**src/rtl/zx_video_fetch.sv**
```systemverilog
// ZX Spectrum ULA video fetch: per-cell bitmap/attribute reads, pixel serialiser, colour map, frame IRQ.
// Latency: colour for input coordinate x appears on VGA_* C+1 clocks later (C = 8*SCALE).
// Backpressure: none; the video RAM port is fixed-latency and always accepts a read strobe.
//
// Ports:
//   clk, reset            pixel clock, synchronous active-high reset
//   x, y, de, screen      raster position, display enable, inside-paper flag
//   frame_start           one-clock pulse at the first clock of a frame
//   border                border colour {G,R,B}
//   vaddr, vrd, vdata     video RAM byte address / read strobe / data (RAM_LAT clocks after vrd)
//   hicolor               Timex 8x1 attribute mode (only with ZXV_HICOLOR_EN defined)
//   VGA_R, VGA_G, VGA_B   colour channels, OUT_BITS each
//   irq                   frame interrupt, IRQ_LEN clocks wide
// Optional feature macro: ZXV_HICOLOR_EN (bank-1 per-row attributes when hicolor=1).

module zx_video_fetch #(
  parameter int SCALE        = 2,
  parameter int OUT_BITS     = 3,
  parameter int RAM_LAT      = 1,
  parameter int FLASH_FRAMES = 16,
  parameter int IRQ_LEN      = 32
) (
  input  logic                clk,
  input  logic                reset,
  input  logic [10:0]         x,
  input  logic [10:0]         y,
  input  logic                de,
  input  logic                screen,
  input  logic                frame_start,
  input  logic [2:0]          border,
  output logic [13:0]         vaddr,
  output logic                vrd,
  input  logic [7:0]          vdata,
  input  logic                hicolor,
  output logic [OUT_BITS-1:0] VGA_R,
  output logic [OUT_BITS-1:0] VGA_G,
  output logic [OUT_BITS-1:0] VGA_B,
  output logic                irq
);

  localparam int LS = (SCALE == 4) ? 2 : (SCALE == 2) ? 1 : 0;
  localparam int C  = 8 * SCALE;
  localparam int PW = LS + 3;
  localparam int IW = $clog2(IRQ_LEN + 1) + 1;

  localparam logic [PW-1:0] P_PIX_LAT  = PW'(RAM_LAT);
  localparam logic [PW-1:0] P_ATTR_REQ = PW'(RAM_LAT + 1);
  localparam logic [PW-1:0] P_ATTR_LAT = PW'(2 * RAM_LAT + 1);
  localparam logic [PW-1:0] P_LAST     = PW'(C - 1);
  localparam logic [PW-1:0] SUB_MASK   = PW'(SCALE - 1);

  logic [10:0]   xs, ys;
  logic [PW-1:0] p;
  logic [13:0]   bm_addr, at_addr;
  logic          pix_req, attr_req;

  logic          pix_pend, attr_pend;
  logic [7:0]    tmp_pix, tmp_attr;
  logic [7:0]    pix_sr, attr_cur;
  logic [C-1:0]  de_dl, scr_dl;
  logic [7:0]    fcnt;
  logic          flash_ph;
  logic [IW-1:0] irq_cnt;

  logic          use_ink;
  logic [2:0]    cur_grb;
  logic [OUT_BITS-1:0] nxt_r, nxt_g, nxt_b;

  assign xs = x >> LS;
  assign ys = y >> LS;
  assign p  = x[PW-1:0];

  // Only bits [7:0] of the scaled coordinates address the 256x192 screen.
  logic unused_bits;
  assign unused_bits = &{1'b0, xs, ys, hicolor};

  assign bm_addr = {1'b0, ys[7:6], ys[2:0], ys[5:3], xs[7:3]};

`ifdef ZXV_HICOLOR_EN
  assign at_addr = hicolor ? {1'b1, ys[7:6], ys[2:0], ys[5:3], xs[7:3]}
                           : {1'b0, 3'b110, ys[7:3], xs[7:3]};
`else
  assign at_addr = {1'b0, 3'b110, ys[7:3], xs[7:3]};
`endif

  function automatic logic [OUT_BITS-1:0] level(input logic on, input logic bright);
    logic [OUT_BITS-1:0] l;
    l = '0;
    l[OUT_BITS-1] = on;
    l[OUT_BITS-2] = on & bright;
    return l;
  endfunction

  // Read strobes come straight from the phase so vdata lines up with p==RAM_LAT
  // and p==2*RAM_LAT+1; reset gates them off immediately.
  always_comb begin
    vrd      = 1'b0;
    vaddr    = '0;
    pix_req  = 1'b0;
    attr_req = 1'b0;
    if (!reset && de) begin
      if (p == '0) begin
        vrd     = 1'b1;
        pix_req = 1'b1;
        vaddr   = bm_addr;
      end else if (p == P_ATTR_REQ) begin
        vrd      = 1'b1;
        attr_req = 1'b1;
        vaddr    = at_addr;
      end
    end
  end

  always_comb begin
    nxt_r   = '0;
    nxt_g   = '0;
    nxt_b   = '0;
    use_ink = pix_sr[7] ^ (attr_cur[7] & flash_ph);
    cur_grb = use_ink ? attr_cur[2:0] : attr_cur[5:3];
    if (de_dl[C-1]) begin
      if (scr_dl[C-1]) begin
        nxt_g = level(cur_grb[2], attr_cur[6]);
        nxt_r = level(cur_grb[1], attr_cur[6]);
        nxt_b = level(cur_grb[0], attr_cur[6]);
      end else begin
        nxt_g = level(border[2], 1'b1);
        nxt_r = level(border[1], 1'b1);
        nxt_b = level(border[0], 1'b1);
      end
    end
  end

  always_ff @(posedge clk) begin
    if (reset) begin
      pix_pend  <= 1'b0;
      attr_pend <= 1'b0;
      tmp_pix   <= '0;
      tmp_attr  <= '0;
      pix_sr    <= '0;
      attr_cur  <= '0;
      de_dl     <= '0;
      scr_dl    <= '0;
      fcnt      <= '0;
      flash_ph  <= 1'b0;
      irq_cnt   <= '0;
      irq       <= 1'b0;
      VGA_R     <= '0;
      VGA_G     <= '0;
      VGA_B     <= '0;
    end else begin
      // Pending flags ensure only data for a request issued since reset is captured.
      if (pix_req) begin
        pix_pend <= 1'b1;
      end else if (p == P_PIX_LAT && pix_pend) begin
        tmp_pix  <= vdata;
        pix_pend <= 1'b0;
      end

      if (attr_req) begin
        attr_pend <= 1'b1;
      end else if (p == P_ATTR_LAT && attr_pend) begin
        tmp_attr  <= vdata;
        attr_pend <= 1'b0;
      end

      // The shifter runs from x alone so a de drop still drains the loaded cell.
      if (p == P_LAST) begin
        pix_sr   <= tmp_pix;
        attr_cur <= tmp_attr;
      end else if ((p & SUB_MASK) == SUB_MASK) begin
        pix_sr <= {pix_sr[6:0], 1'b0};
      end

      de_dl  <= {de_dl[C-2:0], de};
      scr_dl <= {scr_dl[C-2:0], screen};

      if (frame_start) begin
        if (fcnt == 8'(FLASH_FRAMES - 1)) begin
          fcnt     <= '0;
          flash_ph <= ~flash_ph;
        end else begin
          fcnt <= fcnt + 8'(1);
        end
      end

      // irq stays high while the remaining count before this clock exceeds 1.
      if (frame_start) begin
        irq_cnt <= IW'(IRQ_LEN);
        irq     <= 1'b1;
      end else begin
        if (irq_cnt != '0) irq_cnt <= irq_cnt - IW'(1);
        irq <= |irq_cnt[IW-1:1];
      end

      VGA_R <= nxt_r;
      VGA_G <= nxt_g;
      VGA_B <= nxt_b;
    end
  end

endmodule

```
**config.mk**
```make
export PLATFORM = sky130hd
export DESIGN_NAME = zx_video_fetch
export DESIGN_NICKNAME = d
export VERILOG_FILES = /design/src/rtl/zx_video_fetch.sv
export SDC_FILE = /design/constraint.sdc
export NUM_CORES = 1
export LEC_CHECK = 0
export BUFFER_PORTS_ARGS = -buffer_cell sky130_fd_sc_hd__buf_2
export CAP_MARGIN = 20
export CORE_MARGIN = 1
export CORE_UTILIZATION = 57
export CTS_BUF_LIST = sky130_fd_sc_hd__clkbuf_8
export DETAILED_ROUTE_END_ITERATION = 12
export GPL_TIMING_DRIVEN = 1
export PLACE_DENSITY = 0.82
export SYNTH_ARGS = -nofsm -noshare
export SYNTH_HDL_FRONTEND = slang
export SYNTH_SLANG_ARGS = --single-unit
```
**constraint.sdc**
```tcl
create_clock -name clk -period 1.9 [get_ports clk]
set_clock_uncertainty 0.05 [all_clocks]
set_input_delay 0.095 -clock clk [delete_from_list [all_inputs] [get_ports clk]]
set_output_delay 0.095 -clock clk [all_outputs]
set_load 0.02 [all_outputs]
```
=== Yosys cells after proc, flatten, opt, wreduce, memory -nomap -nowiden ===
Index checks and enable logic that the tools add are counted.

* Input port bits: 39
* Flip-flop bits (word level): 92
* Output and inout bits: 25

* Muxes and demuxes: 24
* Bitwise logic cells: 9
* Eq/ne operators: 5
* Add/sub/neg operators: 2
* Reductions and logical operators: 16

{| class="wikitable"
|+ Operators by type and width
! cell !! number
|-
| 2-to-1 mux 13 bit || 2
|-
| 2-to-1 mux 8 bit || 3
|-
| 2-to-1 mux 14 bit || 1
|-
| 2-to-1 mux 1 bit || 12
|-
| 2-to-1 mux 3 bit || 4
|-
| 2-to-1 mux 6 bit || 2
|-
| adder 8 x 1 -> 8 bit (second input constant) || 1
|-
| == test 4 x 2 -> 1 bit (second input constant) || 2
|-
| == test 8 x 4 -> 1 bit (second input constant) || 1
|-
| nonzero test 2 bit || 4
|-
| nonzero test 7 bit || 1
|-
| subtractor 7 x 1 -> 7 bit (second input constant) || 1
|-
| AND reduction 2 bit || 3
|-
| OR reduction 6 bit || 1
|-
| bitwise AND 1 bit || 4
|-
| == test 4 x 1 -> 1 bit (second input constant) || 1
|-
| == test 4 bit (second input constant) || 1
|-
| zero test 4 bit || 1
|-
| NOT 1 bit || 4
|-
| OR reduction 2 bit || 2
|-
| logical AND 1 bit || 3
|-
| zero test 1 bit || 1
|-
| bitwise XOR 1 bit || 1
|}

=== Logic depth before layout (Yosys ltp) ===
* Depth in word-level cells: 6
* Gate-level depth with buffers: 5

=== Worst setup path after synthesis ===
Ideal clock, no wire load.

* Path kind: flip-flop to flip-flop
* From: register irq_cnt[0]
* To: register irq_cnt[1]
* Path buffers: 0
* Arrival: 1.368 ns
* Library setup time: 0.112 ns
* Setup slack: 0.370 ns
* Period minus slack after synthesis: 1.530 ns
* Stages on the path, launching flop included: 6
* Cells stage by stage: dfxtp_1 > inv_1 > ha_1 > nor4b_1 > nand2b_1 > a2111oi_1

* Longest elaborated chain between the ends: 1
* Elaborated cells on any way between the ends: 2

{| class="wikitable"
|+ Ends and longest elaborated chain
! item !! line !! RTL
|-
| from (decl) || 63 || <nowiki>logic [IW-1:0] irq_cnt;</nowiki>
|-
| from (signal assigned) || 188 || <nowiki>irq_cnt <= IW'(IRQ_LEN);</nowiki>
|-
| from (signal assigned) || 191 || <nowiki>if (irq_cnt != '0) irq_cnt <= irq_cnt - IW'(1);</nowiki>
|-
| subtractor 7 x 1 -> 7 bit or nonzero test 7 bit (tied branches) || 191 ||
|}

Parallel ways exist; a longest one is shown, timed or not.
A chain may end at the register's enable or synchronous reset.

=== Final worst setup path ===
Same ends and word-level chain as after synthesis.

==> results.py <==
metrics = {
    "outcome": {
        "status": "completed",
    },
    "clock_tree": {
        "clkSlewWorstSetupHoldPaths_ps": 80,
        "post-cts-setup-buffers": 0,
        "cts_buffers": 9,
        "clock_sink_count": 89,
        "clockRootBuffer": "clkbuf_8",
        "cts_tree": "built",
        "clk_latency_ps": 360,
        "h-tree-depth": 3,
        "clk_path_buf_depth": 2,
    },
    "synthesis": {
        "synth_xor_area_frac": 0.0101,
        "async_reset_ff_frac": 0,
        "synth-adder-area-share": 0.00725,
        "synth-edff-count": 0,
        "synth_area_per_cell_um2": 9.48,
        "synth-simple-area-share": 0.274,
        "yosys_warnings": 0,
        "syn_area_um2": 3450,
        "synth_compound_area_frac": 0.0881,
        "synth_ff_type": "dfxtp_1",
        "ys_types": 44,
        "ys_seq_area_frac": 0.516,
        "synthCells": 364,
        "ys_ff_latch": 89,
        "muxShareOfSynthArea": 0.0638,
        "synth_top_family_by_area": "simple AND/OR/NAND/NOR gates",
    },
    "routing": {
        "viasPerCell": 5.25,
        "wl_per_cell_um": 12.6,
        "firstDrtPassIters": 4,
        "drc": 0,
        "routed_wl_mm": 6.26,
        "postRouteAntennaNets": 0,
        "vias": 2613,
        "drt_iter0_drc": 143,
    },
    "finish": {
        "mostFrequentLayoutCells": "dfxtp_1, buf_2, nand2_1",
        "drive_above_1_share": 0.183,
        "final_common_cell": "dfxtp_1",
        "syn_to_final_growth_pct": 16.1,
        "antenna_cells": 0,
        "nFillCells": 437,
        "fin_area_um2": 4010,
        "nets": 463,
    },
    "grt": {
        "grt_max_degree": 65,
        "overflow": 0,
        "grt_pass1_wl_mm": 10.6,
        "grt.total_usage": 0.220,
        "grt_pass1_vias": 2467,
        "antenna_found_initial": 0,
    },
    "min_path": {
        "whs_endpoint": "tmp_attr[7]$_SDFFE_PP0P_",
        "hold_path.class": "input port to flop",
        "whs_path_depth": 3,
        "worstHoldStart": "vdata[7]",
    },
    "setup_path": {
        "crit_chain": "inv_1 -> ha_1 -> nor4b_2 -> nand2b_1 -> a2111oi_1",
        "crit_fanout": 6,
        "crit_buf_inv": 1,
        "worstPathArrival_ps": 1880,
        "worstReg2RegStart": "irq_cnt[0]$_SDFFE_PP0P_",
        "ff2ff_path_depth": 5,
        "crit_family": "compound AO/OA/AOI/OAI gates",
        "critPathLaunchType": "flop",
        "required_ps": 2090,
        "reg2reg_to": "irq_cnt[1]$_SDFFE_PP0P_",
        "slowest_delay_ps": 410,
        "critical_path_class": "flop to flop",
        "r2r_setup_slack_ps": 210,
        "slowest_stage": "a2111oi_1",
        "endpoint_kind": "flop",
    },
    "sta": {
        "report.final.slew_viol_count": 0,
        "period_needed_ps": 1690,
        "finalHoldViolations": 0,
        "timing.final.crit_share": 0.888,
        "fmax_mhz": 593,
        "relSlewSlack": 0.647,
        "finalSetupTns_ps": 0,
        "rsz0062_at_grt": "false",
        "setup_viol": 0,
        "tightestPinTransition_ps": 521,
    },
    "floorplanning": {
        "start_util": 0.608,
        "core-area_um2": 5680,
        "die_h_um": 79.8,
        "io_pins": 64,
        "num_rows": 27,
        "die-area_um2": 6370,
        "die_w_um": 79.8,
    },
    "power_and_ir_drop": {
        "ir_drop_uv": 586,
        "powerDensity_nw_per_um2": 836,
        "p_leak_nw": 1.68,
    },
    "placement": {
        "place.gp.congestion": 0.823,
        "hpwlAfterDp_mm": 4.34,
        "io_buffer_count": 53,
        "dpl_cell_area_um2": 3760,
    },
    "job": {
        "max_cap_violations": 0,
    },
}
==> worst register-to-register path: cells and delay by family (launching register included) <==
kind	cells	cell delay [ps]
AO/OA/AOI/OAI	1	410
adder cells (fa/ha/maj)	1	260
buffers and inverters	1	110
flip-flops	1	340
AND/OR/NAND/NOR	2	400
==> final cells by class <==
class	instances	area (um^2)	share of cell area
repair buffers	67	403	0.100
multi-input cells	250	1550	0.387
clock buffers	10	138	0.0343
inverters	5	18.8	0.00468
clock inverters	5	25.0	0.00624
well taps	72	90.1	0.0225
flip-flops and latches	89	1780	0.444
==> per-layer routing <==
layer | global-route usage | vias to the layer above | wire, um
met2 | 0.377 | 54 | 3020
met5 | 0 | - | 0
met3 | 0.0789 | 10 | 304
met1 | 0.251 | 1210 | 2850
li1 | - | 1339 | -
met4 | 0.0804 | 0 | 83
==> power by group <==
part           internal (mW)  switching, mW  total, mW
combinational          0.144          0.171      0.315
clock                  0.489          0.609       1.10
sequential              1.91         0.0344       1.94
total                   2.54          0.814       3.35
==> stage by stage <==
stage / utilization / hold WS, ps / setup WS [ps] / total power [mW] / std cells
3_3_place_gp: 0.662 / 256 / 261 / 2.27 / 475
2_1_floorplan: - / 173 / 370 / 2.20 / 367
6_report: 0.706 / 1.67 / 213 / 3.35 / 498
5_1_grt: 0.706 / 8.48 / 30.1 / 3.51 / 498
3_5_place_dp: 0.662 / 271 / 167 / 2.28 / 475
4_1_cts: 0.705 / 0.453 / 139 / 3.37 / 498
==> cell usage after synthesis (all sizes together) (2+ instances only) <==
| library cell | n | area, um^2 |
|---|---|---|
| nor2b | 35 | 219 |
| nor2 | 22 | 82.6 |
| a21boi | 3 | 22.5 |
| nand2 | 38 | 143 |
| inv | 5 | 18.8 |
| ha | 2 | 25.0 |
| and3 | 2 | 12.5 |
| nand4 | 5 | 43.8 |
| nor4 | 5 | 31.3 |
| nand2b | 30 | 188 |
| mux2i | 22 | 220 |
| dfxtp | 89 | 1780 |
| clkbuf | 11 | 41.3 |
| or3 | 5 | 31.3 |
| nor3 | 6 | 30.0 |
| buf | 12 | 75.1 |
| a21oi | 19 | 95.1 |
| o31ai | 2 | 15.0 |
| a311oi | 8 | 70.1 |
| and2 | 9 | 56.3 |
| xor2 | 3 | 26.3 |
| o21ai | 9 | 45.0 |
| nor4b | 5 | 43.8 |
| a31oi | 2 | 12.5 |
==> cell families (layout without fill, tap and decap cells) <==
| logic type | Yosys count | after routing |
|---|---|---|
| compound gates | 48 | 48 |
| xor+xnor | 4 | 4 |
| fa+ha+maj | 2 | 2 |
| buf+inv | 28 | 87 |
| flops | 89 | 89 |
| mux | 22 | 22 |
| other cells | 1 | 4 |
| simple gates | 170 | 170 |
==> registers in the layout, indices dropped and copies added (netlist names), 2 cells and up <==
| signal | cells |
|---|---|
| fcnt | 8 |
| VGA_G | 2 |
| tmp_pix | 8 |
| pix_sr | 8 |
| VGA_R | 2 |
| VGA_B | 2 |
| de_dl | 16 |
| scr_dl | 16 |
| tmp_attr | 8 |
| attr_cur | 8 |
| irq_cnt | 7 |
==> what timing repair did <==
action	4_1_cts	5_1_grt
hold buffers	8	0
hold endpoints to repair	13	0
gates resized for setup	0	1
endpoints found under the setup margin	0	1
==> worst max path at each step <==
| stage | start | end | slack, ps | depth (start not counted) |
|---|---|---|---|---|
| after global routing | irq_cnt[0]$_SDFFE_PP0P_ | irq_cnt[1]$_SDFFE_PP0P_ | 30 | 5 |
| final | irq_cnt[0]$_SDFFE_PP0P_ | irq_cnt[1]$_SDFFE_PP0P_ | 210 | 5 |
| after global placement | irq_cnt[0]$_SDFFE_PP0P_ | irq_cnt[1]$_SDFFE_PP0P_ | 260 | 5 |
| after detailed placement | irq_cnt[0]$_SDFFE_PP0P_ | irq_cnt[1]$_SDFFE_PP0P_ | 170 | 5 |
| after CTS | irq_cnt[0]$_SDFFE_PP0P_ | irq_cnt[1]$_SDFFE_PP0P_ | 140 | 5 |
| after floorplan | irq_cnt[0]$_SDFFE_PP0P_ | irq_cnt[1]$_SDFFE_PP0P_ | 370 | 5 |
Power figures use the tool's default switching activity.
